$ cat src/rtl/blit_loop_seq.sv
// Two-level (element x row) loop sequencer for the blitter address path.
// Owns the inner/outer down-counters and emits row-end and completion pulses.
module blit_loop_seq #(
  parameter int INNER_W = 9,
  parameter int OUTER_W = 8
) (
  input  logic               MasterClock,
  input  logic               RST,
  input  logic               START,
  input  logic [INNER_W-1:0] INNER_CNT,
  input  logic [OUTER_W-1:0] OUTER_CNT,
  input  logic               STEP,
  input  logic               STOP,
  output logic               STEP_ACK,
  output logic               BUSY,
  output logic [INNER_W-1:0] INNER_Q,
  output logic [OUTER_W-1:0] OUTER_Q,
  output logic               ROW_END,
  output logic               DONE
);

  typedef enum logic [1:0] {
    ST_IDLE,
    ST_RUN,
    ST_RELOAD,
    ST_DONE
  } state_t;

  localparam logic [INNER_W-1:0] INNER_ONE = INNER_W'(1);
  localparam logic [OUTER_W-1:0] OUTER_ONE = OUTER_W'(1);

  state_t             state_q, state_d;
  logic [INNER_W-1:0] reload_q, reload_d;
  logic [INNER_W-1:0] inner_d;
  logic [OUTER_W-1:0] outer_d;
  logic               row_end_d, done_d;

  assign STEP_ACK = STEP && (state_q == ST_RUN);
  assign BUSY     = (state_q == ST_RUN) || (state_q == ST_RELOAD);

  always_comb begin
    // NOTE: every signal assigned here gets a default first, so no path can
    // leave one unassigned and infer a latch.
    state_d   = state_q;
    inner_d   = INNER_Q;
    outer_d   = OUTER_Q;
    reload_d  = reload_q;
    row_end_d = 1'b0;
    done_d    = 1'b0;

    unique case (state_q)
      ST_IDLE: begin
        if (START) begin
          inner_d  = INNER_CNT;
          outer_d  = OUTER_CNT;
          reload_d = INNER_CNT;
          state_d  = ST_RUN;
        end
      end
      ST_RUN: begin
        // STOP beats a simultaneous step: the step is acked but discarded.
        if (STOP) begin
          state_d = ST_IDLE;
        end else if (STEP) begin
          if (INNER_Q != INNER_ONE) begin
            inner_d = INNER_Q - INNER_ONE;
          end else if (OUTER_Q != OUTER_ONE) begin
            row_end_d = 1'b1;
            outer_d   = OUTER_Q - OUTER_ONE;
            state_d   = ST_RELOAD;
          end else begin
            row_end_d = 1'b1;
            done_d    = 1'b1;
            state_d   = ST_DONE;
          end
        end
      end
      ST_RELOAD: begin
        if (STOP) begin
          state_d = ST_IDLE;
        end else begin
          inner_d = reload_q;
          state_d = ST_RUN;
        end
      end
      ST_DONE: begin
        state_d = ST_IDLE;
      end
      default: begin
        state_d = ST_IDLE;
      end
    endcase
  end

  // NOTE: sequential state uses non-blocking assignments so every register
  // samples the pre-edge values, independent of statement order.
  always_ff @(posedge MasterClock) begin
    if (RST) begin
      state_q  <= ST_IDLE;
      INNER_Q  <= '0;
      OUTER_Q  <= '0;
      reload_q <= '0;
      ROW_END  <= 1'b0;
      DONE     <= 1'b0;
    end else begin
      state_q  <= state_d;
      INNER_Q  <= inner_d;
      OUTER_Q  <= outer_d;
      reload_q <= reload_d;
      ROW_END  <= row_end_d;
      DONE     <= done_d;
    end
  end

endmodule

$ cat config.mk
export PLATFORM = sky130hd
export DESIGN_NAME = blit_loop_seq
export DESIGN_NICKNAME = d
export VERILOG_FILES = /design/src/rtl/blit_loop_seq.sv
export SDC_FILE = /design/constraint.sdc
export NUM_CORES = 1
export LEC_CHECK = 0
export BUFFER_PORTS_ARGS = -buffer_cell sky130_fd_sc_hd__buf_2
export CORE_UTILIZATION = 25
export DETAILED_ROUTE_END_ITERATION = 12
export SLEW_MARGIN = 20
export SYNTH_ARGS = -nofsm -noshare
export SYNTH_HDL_FRONTEND = slang
export SYNTH_SLANG_ARGS = --single-unit
$ cat constraint.sdc
create_clock -name MasterClock -period 2.2 [get_ports MasterClock]
set_input_delay 0.33 -clock MasterClock [delete_from_list [all_inputs] [get_ports MasterClock]]
set_output_delay 0.33 -clock MasterClock [all_outputs]
set_load 0.005 [all_outputs]
==> results.cfg <==
[floorplan]
die_y_um = 88.3
initial_core_util = 0.258
std_cell_rows = 31
core_region_area_um2 = 7210
die_w_um = 88.3
num_io_pins = 43
die-area_um2 = 7790

[run_status]
outcome = finished, final reports clean

[timing]
slew_headroom = 0.544
setup_viol_count_final = 0
worst-slew-pin-transition_ps = 683
setup-tns-final_ps = 0
final.setup.worst_slack_ps = 133
slew_violations = 0
unrepaired_setup_endpoints_after_global_routing = no
fmax_mhz = 484
hold_violations = 0
timing.clock.skew_ps = 6.51
final_period_minus_worst_setup_slack_ps = 2070
timing.final.crit_share = 0.940

[final_layout]
final-seq-area_um2 = 601
n_antenna_cell = 0
final_net_count = 311
final_layout_size_suffix_gt1_frac = 0.264
final_util = 0.322
multi_input_area_um2 = 1180
synthToLayoutAreaGrowth_pct = 24.9
fillCellCount = 804

[drt]
drtIter0Drc = 62
vias = 1847
drt_pass1_iterations = 4
ant_nets = 0
remaining_drc_errors = 0
detail_route.wirelength_mm = 5.23
route.detailed.vias_per_inst = 4.87
dr_wl_cell_um = 13.8

[setup_path]
timing_worst_setup_path_type = reg -> reg
cp.required_ps = 2410
cp-start-kind = flop
critical_path.endpoint_type = flop
path_max_fanout = 6
worst_ep_arrival_time_ps = 2280

[synthesis]
yosysWarnings = 0
yosys.area_share.simple = 0.272
synth_xor_area_frac = 0.0282
synth_cell_types = 51
mappedNetlistNets = 265
syn_area_per_cell_um2 = 7.95
synth_compound_gate_area_share = 0.235
synth.yosys.seq_area_share = 0.323
synthMostInstantiatedCell = sky130_fd_sc_hd__nand2_1
synth.cells.most_frequent = sky130_fd_sc_hd__nand2_1, sky130_fd_sc_hd__dfxtp_1, sky130_fd_sc_hd__a21oi_1
synth-adder-area-share = 0.0605
yosys_register_bits = 30
synth_mux_area_frac = 0.0269
synthCells = 234
synthDominantAreaCellType = sky130_fd_sc_hd__dfxtp_1
asyncSetResetFlopFracSynth = 0
yosysTopAreaCellShare = 0.323
synth_top_family_by_area = simple AND/OR/NAND/NOR gates
synth_edf_count = 0
synth_flop_cell = sky130_fd_sc_hd__dfxtp_1
syn-cell-area_um2 = 1860
synth_top_cells_by_area = sky130_fd_sc_hd__dfxtp_1, sky130_fd_sc_hd__nand2_1, sky130_fd_sc_hd__a21oi_1, sky130_fd_sc_hd__ha_1, sky130_fd_sc_hd__nor2_1

[global_routing]
grt_first_pass_wirelength_mm = 8.74
pin_count_of_the_biggest_net_entering_global_routing = 36
globalRoute.totalOverflow = 0
globalRouteTotalUtil = 0.147
globalRouteMet2Util = 0.227
groute.layer.met1.usage = 0.196
first_global_vias = 1763
grt.busiest_layer = met2
globalRouteMet3Util = 0.0354
antenna_violations_before_repair = 0

[placement]
half_perimeter_wire_length_after_detailed_placement_mm = 3.76
port-buffer-count = 42
gp_congestion = 0.811
preCtsSetupSlack_ps = 103

[cts]
numCtsBuffers = 5
clock_insertion_delay_worst_skew_ps = 290
cts_tree = done
cts_num_sinks = 30
maximum_number_of_buffers_from_clock_root_to_sink = 2
clk_transition_reported_paths_ps = 70
clock_tree.htree_level_count = 2
clk_root_buffer_cell = sky130_fd_sc_hd__clkbuf_8

[hold_path]
hold_path.class = in -> reg

[job]
cap_violations = 0

[power_and_ir_drop]
ir_worst_vdd_mv = 0.529
power_per_cell_area_nw_per_um2 = 748
cellLeakagePower_nw = 0.974
-- path summary, 6_finish.rpt --
check	startpoint	endpoint	slack [ps]	cells past startpoint
worst min register to register	reload_q[2]	reload_q[2]	460	2
worst max register to register	state_q[0]	OUTER_Q[2]	130	7
worst max-delay path	state_q[0]	OUTER_Q[2]	130	7
worst min-delay path	INNER_CNT[8]	reload_q[8]	290	3
-- metal layers --
layer	wire, um	up-vias
met2	2340	45
li1	-	916
met1	2590	880
met4	64	0
met3	236	6
met5	0	-
-- flip-flops by register name, summed over array words and instances, names as in the netlist --
signal    flops
INNER_Q       9
DONE          1
reload_q      9
OUTER_Q       8
state_q       2
ROW_END       1
-- what timing repair did --
action | in CTS | in global routing
hold buffers | 0 | 0
resized for setup | 0 | 4
setup endpoints to repair | 0 | 9
setup buffers | 0 | 0
-- placed cells by master (no fill, tap or decap), types with 3 or more instances in the layout --
| cell type | n |
|---|---|
| sky130_fd_sc_hd__buf_2 | 42 |
| sky130_fd_sc_hd__nand3b_1 | 4 |
| sky130_fd_sc_hd__a211o_1 | 5 |
| sky130_fd_sc_hd__o21ai_0 | 3 |
| sky130_fd_sc_hd__o31ai_1 | 4 |
| sky130_fd_sc_hd__inv_1 | 11 |
| sky130_fd_sc_hd__nor3_1 | 3 |
| sky130_fd_sc_hd__and2_1 | 3 |
| sky130_fd_sc_hd__ha_1 | 9 |
| sky130_fd_sc_hd__buf_4 | 12 |
| sky130_fd_sc_hd__nand2_1 | 37 |
| sky130_fd_sc_hd__a21oi_1 | 25 |
| sky130_fd_sc_hd__nor2_1 | 20 |
| sky130_fd_sc_hd__a21boi_0 | 3 |
| sky130_fd_sc_hd__xor2_1 | 4 |
| sky130_fd_sc_hd__mux2i_1 | 5 |
| sky130_fd_sc_hd__dfxtp_1 | 30 |
| sky130_fd_sc_hd__a22oi_1 | 3 |
| sky130_fd_sc_hd__clkbuf_8 | 5 |
| sky130_fd_sc_hd__nor2b_1 | 6 |
| sky130_fd_sc_hd__a31oi_1 | 3 |
| sky130_fd_sc_hd__nor4b_2 | 3 |
-- kinds of logic after synthesis --
group	Yosys count
adder cells (fa/ha/maj)	9
AO/OA/AOI/OAI	62
XOR/XNOR	6
buffers and inverters	26
AND/OR/NAND/NOR	96
multiplexers	5
flip-flops	30
-- worst max-delay path, stage by stage (launching register included) --
cell	delay, ps
sky130_fd_sc_hd__dfxtp_1	390
sky130_fd_sc_hd__inv_1	100
sky130_fd_sc_hd__ha_1	230
sky130_fd_sc_hd__nor2b_1	190
sky130_fd_sc_hd__nand3b_1	180
sky130_fd_sc_hd__or2_0	350
sky130_fd_sc_hd__or3_1	390
sky130_fd_sc_hd__a31oi_1	170
-- power by group --
part	total, mW	internal, mW	switching [mW]	leakage, nW
registers	0.670	0.602	0.0685	0.246
clock network	0.432	0.212	0.220	0.0438
logic	0.635	0.293	0.342	0.684
-- area by class of cell --
type	count	share of cell area
multi-input combinational	178	0.507
sequential	30	0.258
timing repair buffer	54	0.129
tap	99	0.0533
clock buffer	5	0.0296
inverter	11	0.0178
clock inverter	2	0.00431
-- stage by stage --
stage | cell area, um^2 | cells | total power, mW | hold slack [ps]
after CTS | 2300 | 379 | 1.75 | 282
after floorplan | 1860 | 234 | 1.09 | 436
after global routing | 2320 | 379 | 1.86 | 286
final | 2320 | 379 | 1.74 | 287
after detailed placement | 2220 | 372 | 1.31 | 455
after global placement | 2220 | 372 | 1.30 | 445
No activity file was read; power rests on OpenSTA's default activity.
